**config.mk**
```make
export PLATFORM = sky130hd
export DESIGN_NAME = morse_decoder
export DESIGN_NICKNAME = d
export VERILOG_FILES = /design/src/rtl/morse_decoder.sv
export SDC_FILE = /design/constraint.sdc
export NUM_CORES = 1
export LEC_CHECK = 0
export BUFFER_PORTS_ARGS = -buffer_cell sky130_fd_sc_hd__buf_2
export CORE_ASPECT_RATIO = 0.7
export CORE_UTILIZATION = 40
export CTS_BUF_LIST = sky130_fd_sc_hd__clkbuf_4 sky130_fd_sc_hd__clkbuf_8
export CTS_CLUSTER_DIAMETER = 60
export DETAILED_ROUTE_END_ITERATION = 8
export GPL_ROUTABILITY_DRIVEN = 1
export PLACE_DENSITY_LB_ADDON = 0.08
export SLEW_MARGIN = 20
export SYNTH_ARGS = -nofsm -noshare
export SYNTH_HDL_FRONTEND = slang
export SYNTH_SLANG_ARGS = --single-unit
```
**constraint.sdc**
```tcl
create_clock -name clk -period 4.17 [get_ports clk]
set_input_delay 0.2085 -clock clk [delete_from_list [all_inputs] [get_ports clk]]
set_output_delay 0.2085 -clock clk [all_outputs]
set_load 0.005 [all_outputs]
```
**src/rtl/morse_decoder.sv**
```systemverilog
// Assembles dot/dash symbols into letters and emits one ASCII character per letter gap.
// Optional macro WORD_SPACE_EN adds a space strobe after a long letter_spacing gap.
module morse_decoder #(
  parameter int MAX_SYMBOLS = 5,
  parameter int WORD_GAP    = 4000
) (
  input  logic       clk,
  input  logic       rst,
  input  logic [1:0] morse_signal,
  input  logic       letter_spacing,
  output logic       char_valid,
  output logic [7:0] char_code,
  output logic       char_error,
  output logic [2:0] symbol_count
);

  typedef enum logic [1:0] {
    SIG_NONE = 2'b00,
    SIG_DOT  = 2'b01,
    SIG_DASH = 2'b10,
    SIG_BAD  = 2'b11
  } sig_t;

  localparam logic [2:0] MAX_COUNT = 3'(MAX_SYMBOLS);

  logic [MAX_SYMBOLS-1:0] pattern, n_pattern;
  logic [2:0]             n_count;
  logic                   overflow, n_overflow;
  logic [1:0]             prev_sig;
  logic                   prev_ls;
  logic                   sym_event, letter_event, letter_fire;
  logic [8:0]             lut;

  // Returns {error, ascii}; pattern holds the first symbol at bit n-1, dash=1.
  function automatic logic [8:0] lookup(input logic [2:0] n, input logic [4:0] p);
    logic [4:0] key;
    key = p & ~(5'b11111 << n);
    case ({n, key})
      {3'd2, 5'b00001}: lookup = {1'b0, "A"};
      {3'd4, 5'b01000}: lookup = {1'b0, "B"};
      {3'd4, 5'b01010}: lookup = {1'b0, "C"};
      {3'd3, 5'b00100}: lookup = {1'b0, "D"};
      {3'd1, 5'b00000}: lookup = {1'b0, "E"};
      {3'd4, 5'b00010}: lookup = {1'b0, "F"};
      {3'd3, 5'b00110}: lookup = {1'b0, "G"};
      {3'd4, 5'b00000}: lookup = {1'b0, "H"};
      {3'd2, 5'b00000}: lookup = {1'b0, "I"};
      {3'd4, 5'b00111}: lookup = {1'b0, "J"};
      {3'd3, 5'b00101}: lookup = {1'b0, "K"};
      {3'd4, 5'b00100}: lookup = {1'b0, "L"};
      {3'd2, 5'b00011}: lookup = {1'b0, "M"};
      {3'd2, 5'b00010}: lookup = {1'b0, "N"};
      {3'd3, 5'b00111}: lookup = {1'b0, "O"};
      {3'd4, 5'b00110}: lookup = {1'b0, "P"};
      {3'd4, 5'b01101}: lookup = {1'b0, "Q"};
      {3'd3, 5'b00010}: lookup = {1'b0, "R"};
      {3'd3, 5'b00000}: lookup = {1'b0, "S"};
      {3'd1, 5'b00001}: lookup = {1'b0, "T"};
      {3'd3, 5'b00001}: lookup = {1'b0, "U"};
      {3'd4, 5'b00001}: lookup = {1'b0, "V"};
      {3'd3, 5'b00011}: lookup = {1'b0, "W"};
      {3'd4, 5'b01001}: lookup = {1'b0, "X"};
      {3'd4, 5'b01011}: lookup = {1'b0, "Y"};
      {3'd4, 5'b01100}: lookup = {1'b0, "Z"};
      {3'd5, 5'b11111}: lookup = {1'b0, "0"};
      {3'd5, 5'b01111}: lookup = {1'b0, "1"};
      {3'd5, 5'b00111}: lookup = {1'b0, "2"};
      {3'd5, 5'b00011}: lookup = {1'b0, "3"};
      {3'd5, 5'b00001}: lookup = {1'b0, "4"};
      {3'd5, 5'b00000}: lookup = {1'b0, "5"};
      {3'd5, 5'b10000}: lookup = {1'b0, "6"};
      {3'd5, 5'b11000}: lookup = {1'b0, "7"};
      {3'd5, 5'b11100}: lookup = {1'b0, "8"};
      {3'd5, 5'b11110}: lookup = {1'b0, "9"};
      default:          lookup = {1'b1, 8'h3F};
    endcase
  endfunction

  assign sym_event    = (morse_signal == SIG_DOT || morse_signal == SIG_DASH) &&
                        (morse_signal != prev_sig);
  assign letter_event = letter_spacing && !prev_ls;

  // A symbol arriving on the letter edge is appended before the decode.
  always_comb begin
    // NOTE: every always_comb output gets a default first so no latch is inferred.
    n_pattern  = pattern;
    n_count    = symbol_count;
    n_overflow = overflow;
    if (sym_event) begin
      if (symbol_count == MAX_COUNT) begin
        n_overflow = 1'b1;
      end else begin
        n_pattern = {pattern[MAX_SYMBOLS-2:0], morse_signal == SIG_DASH};
        n_count   = symbol_count + 3'd1;
      end
    end
    letter_fire = letter_event && (n_count != 3'd0);
    lut         = lookup(n_count, 5'(n_pattern));
  end

`ifdef WORD_SPACE_EN
  localparam int GAP_W = $clog2(WORD_GAP) + 1;

  logic [GAP_W-1:0] gap_cnt;
  logic             armed;
  logic             space_fire;

  assign space_fire = letter_spacing && armed && (gap_cnt == GAP_W'(WORD_GAP - 1));

  // armed remembers that a character went out since the last space.
  always_ff @(posedge clk or posedge rst) begin
    if (rst) begin
      gap_cnt <= '0;
      armed   <= 1'b0;
    end else begin
      if (!letter_spacing)                    gap_cnt <= '0;
      else if (gap_cnt != GAP_W'(WORD_GAP))   gap_cnt <= gap_cnt + 1'b1;
      if (letter_fire)                        armed <= 1'b1;
      else if (space_fire)                    armed <= 1'b0;
    end
  end
`else
  logic space_fire;
  assign space_fire = 1'b0;
`endif

  // NOTE: sequential state uses non-blocking assignments and an asynchronous reset.
  always_ff @(posedge clk or posedge rst) begin
    if (rst) begin
      prev_sig     <= SIG_NONE;
      prev_ls      <= 1'b0;
      pattern      <= '0;
      symbol_count <= 3'd0;
      overflow     <= 1'b0;
      char_valid   <= 1'b0;
      char_code    <= 8'h00;
      char_error   <= 1'b0;
    end else begin
      prev_sig   <= morse_signal;
      prev_ls    <= letter_spacing;
      char_valid <= 1'b0;
      char_error <= 1'b0;
      if (letter_fire) begin
        char_valid   <= 1'b1;
        char_code    <= n_overflow ? 8'h3F : lut[7:0];
        char_error   <= n_overflow | lut[8];
        pattern      <= '0;
        symbol_count <= 3'd0;
        overflow     <= 1'b0;
      end else begin
        pattern      <= n_pattern;
        symbol_count <= n_count;
        overflow     <= n_overflow;
        if (space_fire) begin
          char_valid <= 1'b1;
          char_code  <= 8'h20;
        end
      end
    end
  end

endmodule

```
; After elaboration in Yosys (flattened, before gate mapping)
; Index checks and enable logic that the tools add are counted.
[classes]
addsub = 1
eq_ne = 40
shift = 1
muxes = 13
bitwise_logic = 3
n_reduce_logical = 6
[ops]
columns = operator, n
row1 = one-hot mux 9 bit (36 select lines), 1
row2 = == test 8 bit (second input constant), 22
row3 = == test 8 x 7 -> 1 bit (second input constant), 12
row4 = == test 8 x 6 -> 1 bit (second input constant), 2
row5 = 2-to-1 mux 5 bit, 3
row6 = 2-to-1 mux 3 bit, 3
row7 = 2-to-1 mux 8 bit, 1
row8 = AND 5 bit, 1
row9 = 2-to-1 mux 1 bit, 5
row10 = inverter 5 bit, 1
row11 = << shifter 5 x 3 -> 5 bit (first input constant), 1
row12 = adder 3 x 1 -> 3 bit (second input constant), 1
row13 = == test 3 bit (second input constant), 1
row14 = logical AND 1 bit, 3
row15 = nonzero test 3 bit, 1
row16 = == test 2 x 1 -> 1 bit (second input constant), 1
row17 = == test 2 bit (second input constant), 1
row18 = != test 2 bit, 1
row19 = logical NOT 1 bit, 1
row20 = logical OR 1 bit, 1
row21 = OR 1 bit, 1
[totals]
register_bits = 22
inputBits = 5
output_inout_bits = 13
word_cells = 72

; Longest topological paths before layout
; Gate-level depths: netlist of the first run.
[depth]
ltp_word = 11
mapped_depth = 13
depth_no_buf = 12

; Worst setup path before layout of the first run
; OpenSTA, ideal clock, no wires.
[synth_timing]
path_type = reg-to-reg
start = register symbol_count[1]
end = register char_code[6]
setup_time_ns = 0.121
arrival_time_ns = 3.054
required_ns = 4.049
path_slack_ns = 0.995
path_stages_with_launch = 12
path_buffers = 1
period_less_slack_ns = 3.175
cell_sequence = dfrtp_1 -> inv_1 -> ha_1 -> nand3b_1 -> and2_1 -> o32ai_2 -> mux2_2 -> nor2_1 -> o221ai_2 -> or4b_1 -> buf_2 -> a22o_1
[synth_between]
elab_chain_cells = 9
elab_cells_between_ends = 51
classes_between = add/sub: 1 / eq/ne: 37 / shift: 1 / mux: 8 / bitwise: 2 / reduce/logical: 2
[synth_lines]
columns = element, line
row1 = from (decl), 14  ; output logic [2:0] symbol_count
row2 = from (signal assigned), 152  ; symbol_count <= n_count;
row3 = adder 3 x 1 -> 3 bit / == test 3 bit (equally long branches), "94, 90"
row4 = 2-to-1 mux 3 bit, 90  ; if (symbol_count == MAX_COUNT) begin
row5 = 2-to-1 mux 3 bit, 89  ; if (sym_event) begin
row6 = << shifter 5 x 3 -> 5 bit, 37  ; key = p & ~(5'b11111 << n);
row7 = inverter 5 bit, 37
row8 = AND 5 bit, 37
row9 = == test 8 bit (tied with other cells), 38  ; case ({n, key})
row10 = one-hot mux 9 bit (36 select lines), 38
row11 = 2-to-1 mux 8 bit, 145  ; char_code <= n_overflow ? 8'h3F : lut[7:0];
row12 = to (signal assigned), 145
row13 = to (decl), 12  ; output logic [7:0] char_code,
; Several ways; a longest one is shown, not always the timed one.
; A chain may end at the register's enable or synchronous reset.

; Worst setup path in the final report of the first run
; Ends and elaborated chain as after synthesis.

==> flow_summary.ini, run 1 <==
[drt]
overall_routed_net_length_um = 6355
via_count = 2122
tritonroute_pass_1_iters = 5
route.detailed.drc = 0
final_antenna_net_count = 0
wire_per_inst_um = 18.91
detail_route.vias_per_cell = 6.315
drt_iter0_drc = 373

[yosys]
post_synth_main_area_contributors = dfrtp_1 26%, nor2_1 5.5%, nand2_1 4.3%
synth_enable_flop_cells = 0
number_of_unique_standard_cell_types_used_by_synthesis = 63
synth_largest_area_cell = dfrtp_1
synth.most_common_cell = nor2_1
synthesis.nets = 262
synthesis.area_mm2 = 0.001993
postSynthAreaPerCell_um2 = 7.847
synth_sequential_area_ratio_pct = 26.37
synth.top_cell.area_share_pct = 26.37
async_reset_ff_share_pct = 100.0
synth.ff_latch_count = 21
synth.yosys.warnings = 0
synthFlopType = dfrtp_1
netlist_instances = 254
synth_commonest_cells = 29 x nor2_1, 23 x nand2_1, 21 x dfrtp_1

[grt]
total_congestion_overflow_after_global_routing = 0
grt_use_total_pct = 25.60
grt_pass1_vias = 1856
grt_pass1_wl_um = 10030
grt_max_degree = 22
antenna_found_initial = 0

[critical_path]
timing.critical_path.fanout_max = 11
timing.critical_path.arrival_ns = 3.97
required_ns = 4.34
worstSetupEndpointType = flip-flop
setup.worst_path.start_class = flip-flop
critical_path_class = flip-flop to flip-flop

[clock_network]
cts-hold-fix-buffers = 0
post_cts_buffers = 0
path_clk_slew_ns = 0.09
count_of_instances_resized_after_the_clock_tree_is_built = 0
clock_path_buffers = 2
cts_inserted_buffers = 3
cts_num_sinks = 21
insertion_delay_ns = 0.27
clock_tree.root_cell = clkbuf_8
cts.htree.levels = 1
tritoncts = built

[die]
dieHeight_um = 61.06
die_area_mm2 = 0.005274
rows = 21
io_pins = 18
area_inside_the_core_boundary_mm2 = 0.004782
floorplan.initialDensity_pct = 41.68
fp.dieW_um = 86.37

[pwr]
p_comb_share_pct = 62.0
power.switching_w = 0.0006346
static-leakage-power_nw = 0.9169
netSwitchingFraction_pct = 49.98
power_dens_cells_mw_per_mm2 = 578.6
power.sequential.fraction_pct = 26.5
intPower_w = 0.0006351
power.share.clock_pct = 11.6
vdd_ir_drop_max_mv = 0.2091

[placement]
post-dp-hpwl_um = 4872
placement.cell_area_mm2 = 0.002146
place.port_buffers = 16
gp_congestion = 0.9488

[cells_and_area]
post_route_cells_drive_above_1_share_pct = 16.85
final_design_area_no_fill_mm2 = 0.002195
finalNetCount = 276
diodes = 0
synthToLayoutAreaGrowth_pct = 10.11

[sta]
clock_skew_ns = 0.007559
final-setup-viol-count = 0
rsz_0062_raised_after_global_routing = false
fin_crit_sh_pct = 91.02
tightest_slew_ns = 0.8943
final_critical_path_required_period_ns = 3.795
report.final.hold_viol_count = 0
timing_max_transition_violations_final = 0
slew_headroom_pct = 40.37
clock.fmax_ghz = 0.2635
tns_ns = 0

[status]
status = complete, no violations

[hold_path]
min-delay-path-class = primary input to flip-flop

[flow_run]
cap_viol_max_count = 0
==> power by group through the flow <==
stage / logic [W] / clock network, W / registers, W
detailed placement: 0.000768 / 0 / 0.000337
global route: 0.000861 / 0.000162 / 0.000346
CTS: 0.000771 / 0.000149 / 0.000334
finish: 0.000787 / 0.000147 / 0.000336
global placement: 0.000778 / 0 / 0.000339
floorplan: 0.000569 / 0 / 0.000311
==> critical path, stage by stage, from the launching register on <==
cell	delay [ns]
dfrtp_1	0.53
inv_1	0.12
ha_1	0.31
nand3b_1	0.27
and2_1	0.27
o32ai_2	0.41
mux2_2	0.44
nor2_1	0.22
o221ai_2	0.17
or4b_1	0.71
a22o_1	0.24
==> area by class of cell <==
class / count / area [um^2]
Clock buffer: 3 / 41.29
Clock inverter: 1 / 7.507
Tap cell: 69 / 86.33
Timing Repair Buffer: 24 / 140.1
Sequential cell: 21 / 525.5
Fill cell: 517 / 2587
Multi-Input combinational cell: 208 / 1356
Inverter: 10 / 37.54
==> metal layers <==
metal	track usage, %	routed length, um	vias up	share of wire (%)
met3	7.105	693	11	11
met2	32.99	2393	136	38
li1	-	-	990	-
met1	40.03	3173	985	50
met4	8.095	95	0	1.5
met5	0	0	-	0
==> cell usage in the layout, fill, tap and decap left out, drive strengths merged, types with 4 or more instances in the layout <==
master,count
a21o,5
a21oi,19
a22oi,4
a31oi,6
and2,4
buf,24
dfrtp,21
inv,10
mux2i,7
nand2,23
nand3,14
nand3b,4
nand4,6
nor2,29
nor2b,4
nor3,9
o21ai,13
==> stage by stage <==
step	util, %	std cells	worst slack (ns)	total power, W	hold WS (ns)
after floorplan	-	254	0.9951	0.0008806	0.1850
after global placement	44.87	332	0.5683	0.001117	0.3293
after detailed placement	44.87	332	0.4459	0.001105	0.3322
after CTS	45.89	336	0.4364	0.001254	0.04885
after global routing	45.89	336	0.1748	0.001369	0.03904
final	45.89	336	0.3747	0.001270	0.05069
==> state kept, by name, indices dropped and copies added (netlist names) <==
signal and cells:
prev_ls 1, char_error 1, char_valid 1, symbol_count 3, prev_sig 2, overflow 1
char_code 7, pattern 5
==> worst paths after layout <==
kind                                           startpoint                        to  slack (ns)  cells past startpoint
worst max-delay path            symbol_count[1]$_DFF_PP0_  char_code[6]$_DFFE_PP0P_        0.37                     10
worst min-delay path                       letter_spacing         prev_ls$_DFF_PP0_        0.05                      1
worst max register to register  symbol_count[1]$_DFF_PP0_  char_code[6]$_DFFE_PP0P_        0.37                     10
worst min register to register   char_code[2]$_DFFE_PP0P_  char_code[2]$_DFFE_PP0P_        0.53                      1
max in group asynchronous                             rst  char_code[3]$_DFFE_PP0P_        3.61                      2
min in group asynchronous                             rst     prev_sig[1]$_DFF_PP0_        0.06                      2
==> kinds of logic after synthesis <==
logic type / count (synthesis) / share of synthesized area (%)
AOI/OAI and AO/OA: 85 / 32.46
xor gates and xnor gates: 4 / 2.511
adders and majority gates: 3 / 1.883
buffers and inverters: 25 / 5.587
DFF: 21 / 26.37
muxes: 10 / 5.210
other: 1 / 0.1881
and+or+nand+nor: 105 / 25.80
Power figures use the tool's default switching activity.
==> run 2: changes to the inputs <==
CORE_UTILIZATION = 57   (was 40)
==> flow_summary.ini, run 2 (synthesis results as in run 1) <==
[die]
io_pins = 18
floorplan.initialDensity_pct = 61.65
die_area_mm2 = 0.003741
dieHeight_um = 51.48
fp.dieW_um = 72.68
rows = 17
area_inside_the_core_boundary_mm2 = 0.003233

[critical_path]
timing.critical_path.arrival_ns = 3.80
critical_path_class = flip-flop to flip-flop
required_ns = 4.33
rr_startpoint = symbol_count[1]$_DFF_PP0_
worstSetupEndpointType = flip-flop
timing.critical_path.fanout_max = 9
setup.worst_path.start_class = flip-flop
worst_setup_path_startpoint = symbol_count[1]$_DFF_PP0_

[clock_network]
cts-hold-fix-buffers = 0
count_of_instances_resized_after_the_clock_tree_is_built = 0
tritoncts = built
clock_path_buffers = 2
cts.htree.levels = 1
post_cts_buffers = 0
clock_tree.root_cell = clkbuf_8
cts_num_sinks = 21
path_clk_slew_ns = 0.10
cts_inserted_buffers = 3
insertion_delay_ns = 0.28

[drt]
final_antenna_net_count = 0
highest_layer = met4
tritonroute_pass_1_iters = 8
routed-wl-met2_um = 2328
route.detailed.drc = 0
detail_route.vias_per_cell = 7.077
overall_routed_net_length_um = 6048
detail_route.wirelength.met1_um = 2693
via_count = 2201
met3_wl_post_dr_um = 870
drt_iter0_drc = 349
wire_per_inst_um = 19.45

[pwr]
report.power.total_w = 0.001256
static-leakage-power_nw = 0.9013
vdd_ir_drop_max_mv = 0.2921
power_dens_cells_mw_per_mm2 = 585.8

[grt]
grt_use_total_pct = 34.97
grt_pass1_wl_um = 9563
antenna_found_initial = 0
grt_pass1_vias = 1879
grt_max_degree = 23
total_congestion_overflow_after_global_routing = 0

[cells_and_area]
mostFrequentLayoutCell = nor2_1
diodes = 0
layout.cells.most_common_list = 29 x nor2_1, 23 x nand2_1, 21 x dfrtp_1, 17 x a21oi_1, 16 x buf_2
synthToLayoutAreaGrowth_pct = 7.596
largestRegisters = char_code: 7 flops, pattern: 5 flops, symbol_count: 3 flops
post_route_cells_drive_above_1_share_pct = 15.91
largest-register = char_code
finalNetCount = 273
largest_register_ff_count = 7

[sta]
final_hold_slack_ns = 0.04986
clock_skew_ns = 0.01288
final-setup-viol-count = 0
rsz_0062_raised_after_global_routing = false
fin_crit_sh_pct = 87.14
report.final.hold_viol_count = 0
slew_headroom_pct = 44.11
tns_ns = 0
timing_max_transition_violations_final = 0
final_critical_path_required_period_ns = 3.634
clock.fmax_ghz = 0.2752
tightest_slew_ns = 0.8374

[status]
status = complete, no violations

[hold_path]
hp-start = letter_spacing
min-delay-path-class = primary input to flip-flop

[placement]
post-dp-hpwl_um = 4367
place.port_buffers = 16
gp_congestion = 1.082

[flow_run]
cap_viol_max_count = 0
-- run 2: changes by cell type in the layout (fill, tap and decap cells not counted), sizes merged --
cell and change:
buf -3
-- run 2: report_power, final --
group	internal, W	switching (W)	total (W)
clock	0.0000679	0.0000812	0.000149
combinational	0.000292	0.000473	0.000765
sequential	0.000264	0.0000785	0.000342
-- run 2: worst max-delay path: stages, from the launching register on --
cell	delay [ns]
dfrtp_1	0.50
inv_1	0.11
ha_1	0.30
nand3b_1	0.27
and2_1	0.29
o32ai_2	0.25
mux2_2	0.42
nor2_1	0.25
o221ai_2	0.18
or4b_1	0.70
a22o_1	0.23
-- run 2: path summary, 6_finish.rpt --
kind                            cells past startpoint                        to  slack (ns)
worst max-delay path                               10  char_code[6]$_DFFE_PP0P_        0.54
worst min-delay path                                1         prev_ls$_DFF_PP0_        0.05
worst max register to register                     10  char_code[6]$_DFFE_PP0P_        0.54
worst min register to register                      1  char_code[6]$_DFFE_PP0P_        0.51
max in group asynchronous                           2     prev_sig[1]$_DFF_PP0_        3.56
min in group asynchronous                           2  char_code[5]$_DFFE_PP0P_        0.08
-- run 2: through the flow --
step	util (%)	std cells	instance area, um^2	worst slack, ns
3_5_place_dp	64.82	307	2096	0.6454
5_1_grt	66.33	311	2145	0.3041
3_3_place_gp	64.82	307	2096	0.6762
2_1_floorplan	-	254	1993	0.9951
6_report	66.33	311	2145	0.5363
4_1_cts	66.33	311	2145	0.5876
-- run 2: area by class of cell --
cell class	instances	area [um^2]
multi-input cells	208	1356
well taps	47	58.81
fillers	289	1089
inverters	10	37.54
flip-flops and latches	21	525.5
repair buffers	21	117.6
clock inverters	1	7.507
clock buffers	3	41.29
-- run 2: metal layers --
| layer | vias to the layer above | track usage [%] |
|---|---|---|
| met3 | 27 | 12.43 |
| met2 | 202 | 47.51 |
| li1 | 978 | - |
| met1 | 994 | 51.30 |
| met4 | 0 | 10.13 |
| met5 | - | 0 |
